**src/rtl/maze_pkg.sv**
```systemverilog
`default_nettype none
// ============================================================================
// Module   : maze_pkg
// Purpose  : Constants shared by the maze game controller and the mover.
//            Holds the game state encodings, the respawn coordinates and the
//            default timing and lives parameters.
// Revision : 1.0 - initial release
// ============================================================================
package maze_pkg;

  // Game state encodings. They are visible on the controller's state port.
  localparam logic [2:0] IDLE = 3'd0;
  localparam logic [2:0] PLAY = 3'd1;
  localparam logic [2:0] DEAD = 3'd2;
  localparam logic [2:0] OVER = 3'd3;
  localparam logic [2:0] WIN  = 3'd4;

  // The mover loads this position when it sees respawn.
  localparam int START_X = 55;
  localparam int START_Y = 55;

  // Default game parameters.
  localparam int FRAMES_PER_SEC_DEF = 60;
  localparam int LIVES_INIT_DEF     = 3;

endpackage
`default_nettype wire

```
**src/rtl/btn_sync_edge.sv**
```systemverilog
`default_nettype none
// ============================================================================
// Module   : btn_sync_edge
// Purpose  : Two-flop synchronizer for an active-low push button. It gives a
//            one-cycle pulse on each registered high-to-low edge.
// Revision : 1.0 - initial release
// ============================================================================
module btn_sync_edge #(
  parameter logic RESET_VAL = 1'b1
) (
  input  logic clk,
  input  logic reset,
  input  logic btn_n,
  output logic press
);

  logic       r_sync1;
  logic       r_sync2;
  logic       r_sync3;
  logic [1:0] r_fill;

  // Synchronize the button, delay it once more for edge detection, and count
  // the edges since reset until the delay line holds only real samples.
  always_ff @(posedge clk or posedge reset) begin
    if (reset) begin
      r_sync1 <= RESET_VAL;
      r_sync2 <= RESET_VAL;
      r_sync3 <= RESET_VAL;
      r_fill  <= 2'd0;
    end else begin
      r_sync1 <= btn_n;
      r_sync2 <= r_sync1;
      r_sync3 <= r_sync2;
      if (r_fill != 2'd3) r_fill <= r_fill + 2'd1;
    end
  end

  // Report an edge only after a real released sample has been seen. This way
  // a button held through reset release does not produce a press.
  assign press = (r_fill == 2'd3) & r_sync3 & ~r_sync2;

endmodule
`default_nettype wire

```
**src/rtl/maze_game_ctrl.sv**
```systemverilog
`default_nettype none
// ============================================================================
// Module   : maze_game_ctrl
// Purpose  : Game-flow FSM for the VGA maze. It moves through attract, play,
//            death flash, game over and win. It owns lives, elapsed seconds,
//            flash and the respawn request.
// Revision : 1.0 - initial release
// ============================================================================
module maze_game_ctrl
  import maze_pkg::*;
#(
  parameter int LIVES_INIT     = LIVES_INIT_DEF,
  parameter int FRAMES_PER_SEC = FRAMES_PER_SEC_DEF,
  parameter int DEAD_FRAMES    = 60,
  parameter int FLASH_FRAMES   = 8,
  parameter int TIME_W         = 8
) (
  input  logic              clk,
  input  logic              reset,
  input  logic              frame_tick,
  input  logic              start_n,
  input  logic              hit,
  input  logic              goal,
  output logic [2:0]        state,
  output logic              move_en,
  output logic              respawn,
  output logic [1:0]        lives,
  output logic [TIME_W-1:0] time_sec,
  output logic              flash
);

  localparam int FW = (FRAMES_PER_SEC > 1) ? $clog2(FRAMES_PER_SEC) : 1;
  localparam int DW = (DEAD_FRAMES > 1) ? $clog2(DEAD_FRAMES) : 1;
  localparam int LW = (FLASH_FRAMES > 1) ? $clog2(FLASH_FRAMES) : 1;

  localparam logic [FW-1:0]     c_FRAME_LAST = FW'(FRAMES_PER_SEC - 1);
  localparam logic [DW-1:0]     c_DEAD_LAST  = DW'(DEAD_FRAMES - 1);
  localparam logic [LW-1:0]     c_FLASH_LAST = LW'(FLASH_FRAMES - 1);
  localparam logic [TIME_W-1:0] c_TIME_MAX   = '1;
  localparam logic [1:0]        c_LIVES      = 2'(LIVES_INIT);

  logic              w_press;
  logic [2:0]        r_state;
  logic              r_move_en;
  logic              r_respawn;
  logic [1:0]        r_lives;
  logic [TIME_W-1:0] r_time;
  logic              r_flash;
  logic [FW-1:0]     r_frame_cnt;
  logic [DW-1:0]     r_dead_cnt;
  logic [LW-1:0]     r_flash_cnt;

  btn_sync_edge #(
    .RESET_VAL (1'b1)
  ) u_start_sync (
    .clk   (clk),
    .reset (reset),
    .btn_n (start_n),
    .press (w_press)
  );

  // Main game FSM. It steps the lives, time, death and flash counters together.
  // respawn can only fire when it was low on the previous cycle, so it never
  // stays high for two cycles.
  always_ff @(posedge clk or posedge reset) begin
    if (reset) begin
      r_state     <= IDLE;
      r_move_en   <= 1'b0;
      r_respawn   <= 1'b0;
      r_lives     <= 2'd0;
      r_time      <= '0;
      r_flash     <= 1'b0;
      r_frame_cnt <= '0;
      r_dead_cnt  <= '0;
      r_flash_cnt <= '0;
    end else begin
      r_respawn <= 1'b0;
      case (r_state)
        IDLE: begin
          if (w_press) begin
            r_state     <= PLAY;
            r_move_en   <= 1'b1;
            r_respawn   <= ~r_respawn;
            r_lives     <= c_LIVES;
            r_time      <= '0;
            r_frame_cnt <= '0;
          end
        end
        PLAY: begin
          if (frame_tick) begin
            if (hit) begin
              r_move_en <= 1'b0;
              if (r_lives <= 2'd1) begin
                r_lives <= 2'd0;
                r_state <= OVER;
              end else begin
                r_lives     <= r_lives - 2'd1;
                r_state     <= DEAD;
                r_respawn   <= ~r_respawn;
                r_dead_cnt  <= '0;
                r_flash_cnt <= '0;
                r_flash     <= 1'b1;
              end
            end else if (goal) begin
              r_state   <= WIN;
              r_move_en <= 1'b0;
            end else if (r_frame_cnt == c_FRAME_LAST) begin
              r_frame_cnt <= '0;
              if (r_time != c_TIME_MAX) r_time <= r_time + 1'b1;
            end else begin
              r_frame_cnt <= r_frame_cnt + 1'b1;
            end
          end
        end
        DEAD: begin
          if (frame_tick) begin
            if (r_dead_cnt == c_DEAD_LAST) begin
              r_state    <= PLAY;
              r_move_en  <= 1'b1;
              r_respawn  <= ~r_respawn;
              r_flash    <= 1'b0;
              r_dead_cnt <= '0;
            end else begin
              r_dead_cnt <= r_dead_cnt + 1'b1;
              if (r_flash_cnt == c_FLASH_LAST) begin
                r_flash_cnt <= '0;
                r_flash     <= ~r_flash;
              end else begin
                r_flash_cnt <= r_flash_cnt + 1'b1;
              end
            end
          end
        end
        OVER, WIN: begin
          if (w_press) begin
            r_state <= IDLE;
            r_lives <= 2'd0;
            r_time  <= '0;
          end
        end
        default: begin
          r_state   <= IDLE;
          r_move_en <= 1'b0;
          r_flash   <= 1'b0;
        end
      endcase
    end
  end

  assign state    = r_state;
  assign move_en  = r_move_en;
  assign respawn  = r_respawn;
  assign lives    = r_lives;
  assign time_sec = r_time;
  assign flash    = r_flash;

endmodule
`default_nettype wire
```
**config.mk**
```make
export PLATFORM = sky130hd
export DESIGN_NAME = maze_game_ctrl
export DESIGN_NICKNAME = d
export VERILOG_FILES = /design/src/rtl/maze_pkg.sv /design/src/rtl/btn_sync_edge.sv /design/src/rtl/maze_game_ctrl.sv
export SDC_FILE = /design/constraint.sdc
export NUM_CORES = 1
export LEC_CHECK = 0
export CORE_UTILIZATION = 30
export CTS_CLUSTER_SIZE = 16
export DETAILED_ROUTE_END_ITERATION = 6
export DONT_BUFFER_PORTS = 1
export PLACE_DENSITY = 0.53
export SLEW_MARGIN = 20
export SYNTH_ARGS = -nofsm -noshare
export SYNTH_HDL_FRONTEND = slang
export SYNTH_HIERARCHICAL = 1
export SYNTH_SLANG_ARGS = --single-unit
```
**constraint.sdc**
```tcl
create_clock -name clk -period 2.45 [get_ports clk]
set_clock_uncertainty 0.1 [all_clocks]
set_input_delay 0.49 -clock clk [delete_from_list [all_inputs] [get_ports clk]]
set_output_delay 0.49 -clock clk [all_outputs]
set_load 0.01 [all_outputs]
```
==> results of run 1 <==
-- critical path: stages (launching register included) --
cell and delay [ps]:
dfrtp_1 480, ha_1 270, and3_1 210, and3_2 270, a311oi_4 410, a41oi_1 160, a31oi_1 160
-- how the worst max path moves through the flow --
stage	from	end	slack, ps	cells past startpoint
after floorplan	u_start_sync/r_fill[0]$_DFFE_PP0P_	r_frame_cnt[4]$_DFFE_PP0P_	390	7
after global placement	time_sec[0]$_DFFE_PP0P_	time_sec[3]$_DFFE_PP0P_	330	6
after detailed placement	time_sec[0]$_DFFE_PP0P_	time_sec[3]$_DFFE_PP0P_	300	6
after CTS	time_sec[0]$_DFFE_PP0P_	time_sec[3]$_DFFE_PP0P_	290	6
after global routing	u_start_sync/r_fill[0]$_DFFE_PP0P_	r_frame_cnt[3]$_DFFE_PP0P_	120	7
final	time_sec[0]$_DFFE_PP0P_	time_sec[3]$_DFFE_PP0P_	310	6
-- per-layer routing --
| metal | track usage | up-vias | routed length, um |
|---|---|---|---|
| met1 | 0.189 | 779 | 2160 |
| li1 | - | 802 | - |
| met2 | 0.206 | 30 | 2010 |
| met5 | 0 | - | 0 |
| met3 | 0.0564 | 6 | 329 |
| met4 | 0.0409 | 0 | 50 |
-- cells in the mapped netlist, drive strengths merged, types with 2 or more instances --
cell type,n
nor3,2
inv,8
and2b,2
o41ai,2
nand2,18
nor2,18
a21o,4
nand3,7
a21oi,9
a211oi,2
o31ai,2
buf,6
nor3b,2
or2,2
nand4,2
dfstp,3
and3b,2
a311oi,2
o32ai,2
mux2,4
nand2b,4
a22o,3
a31oi,8
o21ai,23
nor2b,2
or3,3
nand3b,2
ha,6
dfrtp,33
o21ba,2
and3,4
-- sequential cells by signal, summed over array words and instances (netlist names) --
name	flops
time_sec	8
r_dead_cnt	6
r_frame_cnt	6
r_flash_cnt	3
state	3
lives	2
u_start_sync/r_fill	2
flash	1
move_en	1
respawn	1
u_start_sync/r_sync1	1
u_start_sync/r_sync2	1
u_start_sync/r_sync3	1
-- kinds of logic (layout without fill, tap and decap cells) --
logic type	after synthesis	after routing	share of synthesized area
AO/OA/AOI/OAI	70	70	0.250
XOR/XNOR	2	2	0.00841
adder cells (fa/ha/maj)	6	6	0.0360
buffers and inverters	16	26	0.0396
flip-flops	36	36	0.434
multiplexers	5	5	0.0282
AND/OR/NAND/NOR	75	75	0.203
-- power breakdown --
group | total [uW] | internal [uW] | switching [uW]
clock network | 413 | 200 | 213
logic | 894 | 400 | 495
registers | 929 | 722 | 206
total | 2240 | 1320 | 914
-- final cells by class --
type / count / area share
Clock buffer: 7 / 0.0334
Clock inverter: 1 / 0.00219
Inverter: 9 / 0.0148
Multi-Input combinational cell: 158 / 0.479
Sequential cell: 36 / 0.396
Tap cell: 80 / 0.0438
Timing Repair Buffer: 9 / 0.0307
-- per-stage QoR --
| stage | power [uW] | hold WS, ps | setup WS [ps] | utilization |
|---|---|---|---|---|
| floorplan | 1570 | 166 | 395 | - |
| global placement | 1830 | 185 | 331 | 0.325 |
| detailed placement | 1850 | 192 | 299 | 0.325 |
| CTS | 2270 | 89.4 | 286 | 0.338 |
| global route | 2430 | 81.5 | 123 | 0.338 |
| finish | 2240 | 71.1 | 309 | 0.338 |
==> impl_metrics.env, run 1 <==
export IMPL_outcome="finished clean"
export IMPL_core_um2=6760
export IMPL_placed_cells=291
export IMPL_antenna_found_initial=0
export IMPL_ant_nets=0
export IMPL_wl_per_cell_um=15.2
export IMPL_via_per_inst=5.39
export IMPL_fp_dieH_um=85.3
export IMPL_tritoncts="yes"
export IMPL_crit_fanout=6
export IMPL_postSynthAreaPerCell_um2=9.92
export IMPL_fin_area_um2=2290
export IMPL_grt_total_usage=0.140
export IMPL_final_nets=231
export IMPL_hold_violations=0
export IMPL_placed_area_um2=2190
export IMPL_stdcell_count=300
export IMPL_ys_top_cells_by_area="dfrtp_1 40%, o21ai_0 5.3%, dfstp_2 3.8%"
export IMPL_layout_cells_most_common="dfrtp_1"
export IMPL_slew_viol_final=0
export IMPL_drc=0
export IMPL_grt_pass1_vias=1564
export IMPL_cts_resized_gates=0
export IMPL_post_dp_hpwl_mm=3.41
export IMPL_max_freq_ghz=0.467
export IMPL_synthesis_nets=222
export IMPL_critPathRequiredTime_ps=2550
export IMPL_most_common_layout_cells="33 x dfrtp_1, 22 x o21ai_0, 18 x nand2_1"
export IMPL_powerDensity_nw_per_um2=978
export IMPL_startpoint_type="register"
export IMPL_reg2reg_from="time_sec[0]$_DFFE_PP0P_"
export IMPL_hold_class="input port to async pin"
export IMPL_maxCapViolCount=0
export IMPL_n_antenna_cell=0
export IMPL_r2r_end="time_sec[3]$_DFFE_PP0P_"
export IMPL_yosysSeqAreaShare=0.434
export IMPL_cts_setup_buffers=0
export IMPL_postSynthCellCount=210
export IMPL_synth_seq_cells=36
export IMPL_finalSetupViolCount=0
export IMPL_layout_drive_gt1_share=0.159
export IMPL_syn_area_um2=2080
export IMPL_overflow=0
export IMPL_reg2reg_depth=6
export IMPL_p_leak_uw=0.000990
export IMPL_period_needed_ps=2140
export IMPL_n_fill_cell=705
export IMPL_worstPathArrival_ps=2250
export IMPL_pin_count=22
export IMPL_port_buffer_count=0
export IMPL_ir_worst_vdd_v=0.000385
export IMPL_gp_congestion=0.763
export IMPL_synth_warning_count=6
export IMPL_async_flop_share=1.00
export IMPL_multi_input_area_um2=1100
export IMPL_synth_top_area_share=0.396
export IMPL_synth_edf_count=0
export IMPL_crit_type="register to register"
export IMPL_rows=30
export IMPL_die_area_um2=7280
export IMPL_clk_latency_ps=290
export IMPL_relSlewSlack=0.616
export IMPL_synth_main_ff_cell="dfrtp_1"
export IMPL_syn_to_final_growth_pct=9.73
export IMPL_crit_path_end_kind="register"
export IMPL_path_clk_slew_ps=80
export IMPL_clock_sinks=36
export IMPL_finalWirelength_mm=4.55
export IMPL_chipWidth_um=85.3
export IMPL_grt_max_degree=32
export IMPL_yosys_area_top_type="dfrtp_1"
export IMPL_rsz0062_at_grt="no"
export IMPL_worst_pin_slew_ps=576
export IMPL_regArea_um2=905
export IMPL_drt_initial_drc_count=97
export IMPL_ys_types=67
export IMPL_grt_pass1_wl_mm=8.00
export IMPL_timing_final_crit_share=0.874
export IMPL_vias=1617
export IMPL_hold_buffers=1
export IMPL_drt_first_pass_iters=4
export IMPL_cts_buffers=5
export IMPL_cts_max_level=2
export IMPL_finalSetupTns_ps=0
export IMPL_reg2reg_slack_ps=310
export IMPL_start_util=0.308
export IMPL_cts_root_buffer="clkbuf_8"
export IMPL_clk_path_buf_depth=2
Note: power is estimated with default switching activity, not from simulation.
==> inputs of run 2 (changes only) <==
--- a/config.mk
+++ b/config.mk
@@ -5,6 +5,7 @@
 export SDC_FILE = /design/constraint.sdc
 export NUM_CORES = 1
 export LEC_CHECK = 0
+export ABC_CLOCK_PERIOD_IN_PS = 2450
 export CORE_UTILIZATION = 30
 export CTS_CLUSTER_SIZE = 16
 export DETAILED_ROUTE_END_ITERATION = 6
==> results of run 2 <==
Same layout as run 1: the final DEF is identical, and so are final timing and power.
==> inputs of run 3 (changes only) <==
--- a/config.mk
+++ b/config.mk
@@ -10,6 +10,7 @@
 export CTS_CLUSTER_SIZE = 16
 export DETAILED_ROUTE_END_ITERATION = 6
 export DONT_BUFFER_PORTS = 1
+export GPL_ROUTABILITY_DRIVEN = 0
 export PLACE_DENSITY = 0.53
 export SLEW_MARGIN = 20
 export SYNTH_ARGS = -nofsm -noshare
==> results of run 3 <==
Same layout as run 1: the final DEF is identical, and so are final timing and power.
